File: src/rtl/mac_pkg.sv
// Shared constants for the signed multiply / multiply-accumulate unit.
package mac_pkg;

  localparam int unsigned MAC_DATA_W = 32;

  localparam logic MODE_MUL = 1'b0;
  localparam logic MODE_MAC = 1'b1;

  // Signed saturation bounds at the default width.
  localparam logic [MAC_DATA_W-1:0] SAT_MAX = {1'b0, {(MAC_DATA_W-1){1'b1}}};
  localparam logic [MAC_DATA_W-1:0] SAT_MIN = {1'b1, {(MAC_DATA_W-1){1'b0}}};

endpackage

File: src/rtl/mac_mult.sv
// Combinational signed DATA_W x DATA_W multiplier producing the full 2*DATA_W product.
module mac_mult
  import mac_pkg::*;
#(
  parameter int unsigned DATA_W = MAC_DATA_W
) (
  input  logic signed [DATA_W-1:0]   a,
  input  logic signed [DATA_W-1:0]   b,
  output logic signed [2*DATA_W-1:0] p
);

  localparam int unsigned PROD_W = 2 * DATA_W;

  // Sign-extend both operands first so the product keeps its full width.
  assign p = PROD_W'(a) * PROD_W'(b);

endmodule

File: src/rtl/mac_unit.sv
// Signed multiply / multiply-accumulate unit; o is the accumulator register.
// Optional build macro SATURATE_EN: saturate product load and accumulate instead of wrapping.
module mac_unit
  import mac_pkg::*;
#(
  parameter int unsigned DATA_W = MAC_DATA_W
) (
  input  logic              clk,
  input  logic              rst,
  input  logic [DATA_W-1:0] a,
  input  logic [DATA_W-1:0] b,
  input  logic              en,
  input  logic              mul_mac_signal,
  output logic [DATA_W-1:0] o
);

  localparam int unsigned PROD_W = 2 * DATA_W;

  logic [PROD_W-1:0] prod;
  logic [DATA_W-1:0] acc_nxt;

  mac_mult #(.DATA_W(DATA_W)) u_mult (
    .a (a),
    .b (b),
    .p (prod)
  );

`ifdef SATURATE_EN
  localparam logic [DATA_W-1:0] SAT_HI = {1'b0, {(DATA_W-1){1'b1}}};
  localparam logic [DATA_W-1:0] SAT_LO = {1'b1, {(DATA_W-1){1'b0}}};

  logic [DATA_W-1:0] prod_sat;
  logic [DATA_W-1:0] sum;
  logic              prod_ovf;
  logic              sum_ovf;

  // Clamp the product first, then clamp the accumulate on signed add overflow.
  always_comb begin
    prod_ovf = (prod[PROD_W-1:DATA_W-1] != {(DATA_W+1){prod[PROD_W-1]}});
    prod_sat = prod[DATA_W-1:0];
    if (prod_ovf) begin
      prod_sat = prod[PROD_W-1] ? SAT_LO : SAT_HI;
    end
    sum     = o + prod_sat;
    sum_ovf = (o[DATA_W-1] == prod_sat[DATA_W-1]) && (sum[DATA_W-1] != o[DATA_W-1]);
    acc_nxt = prod_sat;
    if (mul_mac_signal == MODE_MAC) begin
      acc_nxt = sum;
      if (sum_ovf) begin
        acc_nxt = o[DATA_W-1] ? SAT_LO : SAT_HI;
      end
    end
  end
`else
  // Only the low product slice matters when wrapping.
  logic unused_prod_hi;
  assign unused_prod_hi = ^prod[PROD_W-1:DATA_W];

  always_comb begin
    acc_nxt = o + prod[DATA_W-1:0];
    if (mul_mac_signal == MODE_MUL) begin
      acc_nxt = prod[DATA_W-1:0];
    end
  end
`endif

  // Accumulator: reset wins over en; holds while en is low.
  always_ff @(posedge clk) begin
    if (rst) begin
      o <= '0;
    end else if (en) begin
      o <= acc_nxt;
    end
  end

endmodule

File: config.mk
export PLATFORM = sky130hd
export DESIGN_NAME = mac_unit
export DESIGN_NICKNAME = d
export VERILOG_FILES = /design/src/rtl/mac_pkg.sv /design/src/rtl/mac_mult.sv /design/src/rtl/mac_unit.sv
export SDC_FILE = /design/constraint.sdc
export NUM_CORES = 1
export LEC_CHECK = 0
export ABC_AREA = 1
export CORE_UTILIZATION = 30
export DETAILED_ROUTE_END_ITERATION = 12
export PLACE_DENSITY = 0.52
export SLEW_MARGIN = 0
export SYNTH_ARGS = -nofsm -noshare
export SYNTH_HDL_FRONTEND = slang
export SYNTH_SLANG_ARGS = --single-unit
File: constraint.sdc
create_clock -name clk -period 17.7 [get_ports clk]
set_input_delay 4.425 -clock clk [delete_from_list [all_inputs] [get_ports clk]]
set_output_delay 4.425 -clock clk [all_outputs]
set_load 0.01 [all_outputs]
### Word-level counts from Yosys, hierarchy flattened

Index checks and enable logic that the tools add are counted.
Widths: inputs -> output; s select.

* register bits after elaboration: 32
* bits of input ports: 68
* output and inout port bits: 32
* logic and storage cells: 4

* add/subtract/negate cells: 1
* multipliers: 1
* multiplexer cells: 1

Operator list (count)
* $add 32x32->32: 1
* $mul 32x32->32: 1
* $mux 32: 1

### Logic depth before layout (Yosys ltp)

Gate-level depths: netlist of the first run.

* depth after elaboration: 3
* depth in mapped cells: 47
* mapped depth without buffers: 45

### Hierarchy

Synthesis of the first run repeated with hierarchy kept, for this count alone.

* cells, all modules: 5679
* area, all modules: 42535.8 um2

Modules (own cells, without submodules)
* mac_mult: times used 1, cells an instance 4968, area each 38652.1 um2, seq. area each 0.0 um2
* mac_unit: times used 1, cells an instance 711, area each 3883.7 um2, seq. area each 640.6 um2

### Worst setup path after synthesis of the first run

No wires, ideal clock.

* path kind: in2reg
* start: input port b[3]
* end: register o[31]
* library setup time: 0.109 ns
* data arrival time: 11.885 ns
* data required time: 17.591 ns
* slack: 5.706 ns
* stages on the path: 39
* path buffers: 2
* cells stage by stage: clkbuf_1 > buf_1 > nand2_1 > inv_1 > fa_1 > fa_1 > inv_1 > fa_1 > fa_1 > inv_1 > fa_1 > inv_1 > fa_1 > inv_1 > fa_1 > fa_1 > ha_1 > nand4_1 > [... 3 more ...] > nand2_1 > o211ai_1 > xor2_1 > ha_1 > a21oi_1 > o21ai_0 > nand2_1 > o311ai_0 > a21oi_1 > nand2_1 > nand2_1 > inv_1 > nor2_1 > nand3_2 > nand3_1 > nand3_1 > nand2_1 > inv_1

* longest elaborated chain between the ends: 3

Ends and longest elaborated chain
* from (decl): RTL line mac_unit.sv:11 `input logic [DATA_W-1:0] b,`
* $mul 32x32->32 *: RTL line mac_mult.sv:15 `assign p = PROD_W'(a) * PROD_W'(b);`
* $add 32x32->32: RTL line mac_unit.sv:60 `acc_nxt = o + prod[DATA_W-1:0];`
* $mux 32 *: RTL line mac_unit.sv:61 `if (mul_mac_signal == MODE_MUL) begin`
* to (signal assigned): RTL line mac_unit.sv:72 `o <= acc_nxt;`
* to (decl): RTL line mac_unit.sv:14 `output logic [DATA_W-1:0] o`

Mark *: on every way between the ends. The rest lies on a longest branch, timed or not.
A chain may end at the register's enable or synchronous reset.

### Worst setup path after layout of the first run

* start: input port a[5]
* end: register o[31]

* longest elaborated chain between the ends: 3

Ends and longest elaborated chain
* from (decl): RTL line mac_unit.sv:10 `input logic [DATA_W-1:0] a,`
* $mul 32x32->32 *: RTL line mac_mult.sv:15
* $add 32x32->32: RTL line mac_unit.sv:60
* $mux 32 *: RTL line mac_unit.sv:61

Marked as above.

==> flow_metrics.py, run 1 <==
metrics = {
    "layout": {
        "final_common_cell": "inv_1",
        "regMostFlops": "o",
        "finalInstanceArea_um2": 22520,
        "syn2layout_area_growth_pct": 9.137,
        "largestRegisters": "o x32",
        "final_nets": 3536,
        "largest_reg_flops": 32,
        "multi_input_area_um2": 16220,
        "seq_area_um2": 640.6,
        "insertedDiodeCount": 0,
        "drive_gt1_share_pct": 3.199,
        "layout_common_cells": "inv_1, nand2_1, fa_1",
        "fillers": 7273,
        "utilization_pct": 33.30,
    },
    "clocking": {
        "cts_setup_buffers": 0,
        "clkTransAtPathRegs_ns": 0.06,
        "cts_resized": 0,
        "htreeDepth": 2,
        "holdBufCountCts": 0,
        "tritoncts": "built",
        "cts_max_path_buffers": 2,
        "cts_buffers": 5,
        "root_buffer": "clkbuf_16",
        "clock-sinks": 32,
        "insertion_delay_ns": 0.29,
    },
    "logic_synthesis": {
        "synth_top_area_cell": "fa_1",
        "synth_nets": 3520,
        "yosysWarnings": 0,
        "async_reset_ff_share_pct": 0,
        "ys_seq_area_share_pct": 3.104,
        "yosysTopAreaCellShare_pct": 39.68,
        "synthTopCellsByArea": "fa_1, inv_1, nand2_1",
        "syn_area_um2": 20640,
        "synthFlopType": "dfxtp_1",
        "ys_ff_latch": 32,
        "syn_inst": 2860,
        "postSynthAreaPerCell_um2": 7.216,
        "synth_edf_count": 0,
        "ys_types": 47,
    },
    "timing": {
        "finClkSkew_ns": 0.01077,
        "slew_viol_final": 0,
        "fin_crit_ns": 13.40,
        "post-route-period-util_pct": 75.68,
        "finalHoldViolCount": 0,
        "setup_viol": 0,
        "fmax_mhz": 74.65,
        "relSlewSlack_pct": 32.32,
        "tns_ns": 0,
        "rsz0062_at_grt": "no",
        "tightestPinTransition_ns": 1.009,
        "postLayoutSetupSlackWorst_ns": 4.304,
    },
    "critical_path": {
        "criticalPathCategory": "in2reg",
        "crit_family": "adder cells",
        "required_ns": 17.90,
        "crit_start": "a[5]",
        "critical-path-max-stage-delay_ns": 0.86,
        "reg2reg_depth": 14,
        "cp_max_fo": 17,
        "slowest_stage": "clkdlybuf4s50_1",
        "crit_top_cell": "fa_1",
        "cp.depth": 34,
        "cp-end-kind": "flip-flop",
        "r2r_slack_ns": 15.06,
        "r2r_end": "o[30]",
        "cp_data_arrival_time_ns": 13.59,
        "crit_buf_inv": 8,
        "crit_end": "o[31]",
        "regToRegStartpoint": "o[0]",
        "critPathLaunchType": "input pin",
    },
    "grt": {
        "met3_usage_pct": 1.585,
        "grt_max_degree": 40,
        "antenna_found_initial": 0,
        "grtUsageTotal_pct": 18.31,
        "grt_busiest_layer": "met2",
        "grt_pass1_vias": 17668,
        "grt_pass1_wl_um": 99430,
        "grt_overflow_total": 0,
        "grt_use_met2_pct": 31.21,
        "met1_usage_pct": 24.51,
    },
    "routing": {
        "drt-vias-per-instance": 4.499,
        "drt_iter0_markers": 1046,
        "drtAntennaViolNets": 0,
        "wire_per_inst_um": 16.42,
        "finalWirelength_um": 61560,
        "drt_pass1_iterations": 5,
        "num_vias": 16866,
        "route.detailed.drc": 0,
    },
    "status": {
        "status": "complete, no violations",
    },
    "die": {
        "rows": 95,
        "pin_count": 100,
        "core_um2": 67630,
        "die_area_um2": 69840,
        "initial_core_util_pct": 30.51,
        "dieHeight_um": 264.3,
        "die_w_um": 264.3,
    },
    "worst_hold_path": {
        "hp-class": "reg2reg",
        "min_path_cells": 2,
    },
    "place": {
        "place_hpwl_um": 49870,
        "globalplace.congestion": 0.8682,
        "io_buffers": 99,
        "dpl_cell_area_um2": 22370,
        "dp_slack_ns": 4.086,
    },
    "job": {
        "drv_cap": 0,
    },
}
[cells by family after synthesis]
kind of cell	after synthesis	share of synthesized area, %
AOI/OAI and AO/OA	213	5.917
DFF	32	3.104
buffers and inverters	976	18.31
and+or+nand+nor	988	19.32
xor gates and xnor gates	59	2.577
adders and majority gates	592	50.77
[routing by layer]
| layer | routed length, µm | share of wire, % |
|---|---|---|
| met1 | 27670 | 45 |
| met2 | 28940 | 47 |
| met3 | 2778 | 4.5 |
| met4 | 2171 | 3.5 |
| met5 | 0 | 0 |
[worst min-delay path: stages, from the launching register on]
cell and delay, ns:
dfxtp_1 0.33, nand2_1 0.07, a21oi_1 0.05
[cell type report]
type | instances | share of cell area (%)
sequential | 32 | 2.844
inverter | 856 | 14.27
timing repair buffer | 129 | 5.355
tap | 873 | 4.850
clock buffer | 7 | 0.6777
multi-input combinational | 1852 | 72.01
[cell usage after synthesis (4+ instances only)]
| master | number |
|---|---|
| dfxtp_1 | 32 |
| ha_1 | 183 |
| nor3_1 | 11 |
| inv_2 | 9 |
| xor2_1 | 36 |
| or2_2 | 4 |
| inv_1 | 844 |
| a21oi_1 | 105 |
| o211ai_1 | 20 |
| o21ai_0 | 44 |
| buf_1 | 10 |
| nand3_1 | 84 |
| nor2_1 | 39 |
| clkbuf_1 | 78 |
| o221ai_1 | 4 |
| nand3_2 | 5 |
| nand2_1 | 806 |
| fa_1 | 409 |
| o21a_1 | 5 |
| nand2_2 | 23 |
| buf_2 | 14 |
| xnor2_1 | 21 |
| a31oi_1 | 13 |
| a21o_1 | 7 |
| buf_4 | 10 |
| nor4_1 | 6 |
| nand4_1 | 5 |
[how the worst min path moves through the flow]
stage | startpoint | end | slack [ns]
finish | o[24] | o[24] | 0.50
detailed placement | o[14] | o[14] | 0.49
CTS | o[14] | o[14] | 0.50
floorplan | o[11] | o[11] | 0.51
global placement | o[16] | o[16] | 0.49
global route | o[16] | o[16] | 0.52
[per-stage QoR]
| step | hold slack, ns | std cells |
|---|---|---|
| finish | 0.4982 | 3749 |
| global route | 0.5187 | 3749 |
| CTS | 0.4985 | 3749 |
| detailed placement | 0.4918 | 3742 |
| global placement | 0.4862 | 3742 |
| floorplan | 0.5062 | 2860 |
Power of run 1 is not shown: default switching activity piles up to over one toggle a cycle in this logic, so the estimate is an artifact.
==> run 2: changes to the inputs <==
--- a/config.mk
+++ b/config.mk
@@ -8,7 +8,7 @@
 export ABC_AREA = 1
 export CORE_UTILIZATION = 30
 export DETAILED_ROUTE_END_ITERATION = 12
-export PLACE_DENSITY = 0.52
+export PLACE_DENSITY = 0.54
 export SLEW_MARGIN = 0
 export SYNTH_ARGS = -nofsm -noshare
 export SYNTH_HDL_FRONTEND = slang
==> constraint.sdc (replaced) <==
create_clock -name clk -period 11 [get_ports clk]
set_input_delay 2.75 -clock clk [delete_from_list [all_inputs] [get_ports clk]]
set_output_delay 2.75 -clock clk [all_outputs]
set_load 0.01 [all_outputs]
==> flow_metrics.py, run 2 (synthesis results as in run 1) <==
metrics = {
    "status": {
        "status": "complete, no violations",
    },
    "layout": {
        "insertedDiodeCount": 0,
        "final_nets": 3728,
        "layoutNonFillerInstCount": 3941,
        "regMostFlops": "o",
        "syn2layout_area_growth_pct": 19.50,
        "largest_reg_flops": 32,
        "final_common_cell": "inv_1",
        "drive_gt1_share_pct": 10.72,
        "layout_common_cells": "inv_1, nand2_1, fa_1",
        "largestRegisters": "o x32",
        "fillers": 7108,
    },
    "clocking": {
        "root_buffer": "clkbuf_16",
        "clkTransAtPathRegs_ns": 0.06,
        "htreeDepth": 2,
        "cts_max_path_buffers": 2,
        "cts_buffers": 5,
        "tritoncts": "built",
        "insertion_delay_ns": 0.29,
        "clock-sinks": 32,
    },
    "worst_hold_path": {
        "hold_start": "o[17]",
        "min_to": "o[17]",
        "min_path_cells": 2,
        "hp-class": "reg2reg",
    },
    "timing": {
        "finClkSkew_ns": 0.006283,
        "setup_viol": 0,
        "finalHoldViolCount": 0,
        "fmax_mhz": 94.30,
        "fin_crit_ns": 10.60,
        "slew_viol_final": 0,
        "relSlewSlack_pct": 36.70,
        "post-route-period-util_pct": 96.41,
        "tightestPinTransition_ns": 0.9437,
    },
    "routing": {
        "wire_per_inst_um": 15.86,
        "route.detailed.drc": 0,
        "drt-vias-per-instance": 4.470,
        "num_vias": 17617,
        "drt_pass1_iterations": 7,
        "drtAntennaViolNets": 0,
        "drt_iter0_markers": 985,
        "finalWirelength_um": 62500,
    },
    "die": {
        "pin_count": 100,
        "die_area_um2": 69840,
        "initial_core_util_pct": 30.51,
        "rows": 95,
        "die_w_um": 264.3,
        "core_um2": 67630,
        "dieHeight_um": 264.3,
    },
    "critical_path": {
        "required_ns": 11.19,
        "critPathLaunchType": "input pin",
        "r2r_slack_ns": 8.29,
        "cp_max_fo": 10,
        "criticalPathCategory": "in2reg",
        "cp_data_arrival_time_ns": 10.79,
        "crit_start": "b[6]",
        "critical-path-max-stage-delay_ns": 0.51,
        "slowest_stage": "clkdlybuf4s50_1",
        "crit_top_cell": "inv_1",
        "cp-end-kind": "flip-flop",
        "regToRegStartpoint": "o[4]",
        "reg2reg_depth": 11,
        "r2r_end": "o[17]",
    },
    "place": {
        "dp.cells": 3931,
        "place_hpwl_um": 54080,
        "io_buffers": 99,
        "globalplace.congestion": 0.9156,
    },
    "job": {
        "drv_cap": 0,
    },
    "grt": {
        "antenna_found_initial": 1,
        "grt_pass1_vias": 18451,
        "grt_max_degree": 40,
        "grt_pass1_wl_um": 100900,
        "grtUsageTotal_pct": 18.50,
        "grt_overflow_total": 0,
    },
}
run 2: cell count changes in the layout (fill, tap and decap cells not counted), moves of 7 or more:
cell | previous run | this run
ha_1 | 183 | 171
nand2_1 | 806 | 799
a21oi_1 | 105 | 97
ha_4 | 0 | 9
buf_12 | 0 | 30
buf_4 | 30 | 184
a21oi_2 | 2 | 10
run 2: final cells by class:
| cell class | instances | area (µm²) | share of cell area, % |
|---|---|---|---|
| clock buffer | 5 | 125.1 | 0.5074 |
| clock inverter | 2 | 12.51 | 0.05074 |
| inverter | 856 | 3213 | 13.03 |
| multi-input combinational | 1852 | 16510 | 66.94 |
| sequential | 32 | 640.6 | 2.598 |
| tap | 873 | 1092 | 4.429 |
| timing repair buffer | 321 | 3070 | 12.45 |
run 2: repair_timing:
| action | CTS | global route |
|---|---|---|
| setup endpoints to repair | 0 | 8 |
| hold buffers | 0 | 0 |
| gates resized for setup | 0 | 74 |
| setup buffers | 0 | 3 |
run 2: critical path: cells and delay by family:
family          cells  cell delay (ns)
xor+xnor            1             0.16
buf+inv            15             1.95
fa+ha+maj          10             4.09
simple gates       14             1.45
compound gates      2             0.37
run 2: how the worst max path moves through the flow:
stage               endpoint  slack, ns  depth (start not counted)
finish                 o[31]       0.40                         42
CTS                    o[31]       0.24                         35
global route           o[31]      -0.06                         39
detailed placement     o[30]      -0.04                         40
floorplan              o[31]       0.68                         39
global placement       o[30]      -0.02                         44
run 2: stage by stage:
| step | utilization, % | hold slack [ns] | TNS (ns) | instance area (µm²) | worst slack (ns) |
|---|---|---|---|---|---|
| after global placement | 35.72 | 0.4762 | -0.02226 | 24160 | -0.02166 |
| after floorplan | - | 0.5062 | 0 | 20640 | 0.6813 |
| after detailed placement | 35.72 | 0.4837 | -0.07654 | 24160 | -0.03831 |
| after global routing | 36.46 | 0.4987 | -0.07932 | 24660 | -0.05589 |
| after CTS | 35.92 | 0.4924 | 0 | 24290 | 0.2356 |
| final | 36.46 | 0.4855 | 0 | 24660 | 0.3952 |
run 2: metal layers:
layer	track usage [%]	share of wire (%)	vias to the layer above
met5	0	0	-
met4	3.771	2.4	0
met3	1.389	3.8	61
met2	32.80	49	339
met1	24.57	45	8594
li1	-	-	8623
Power of run 2 is left out for the same reason.
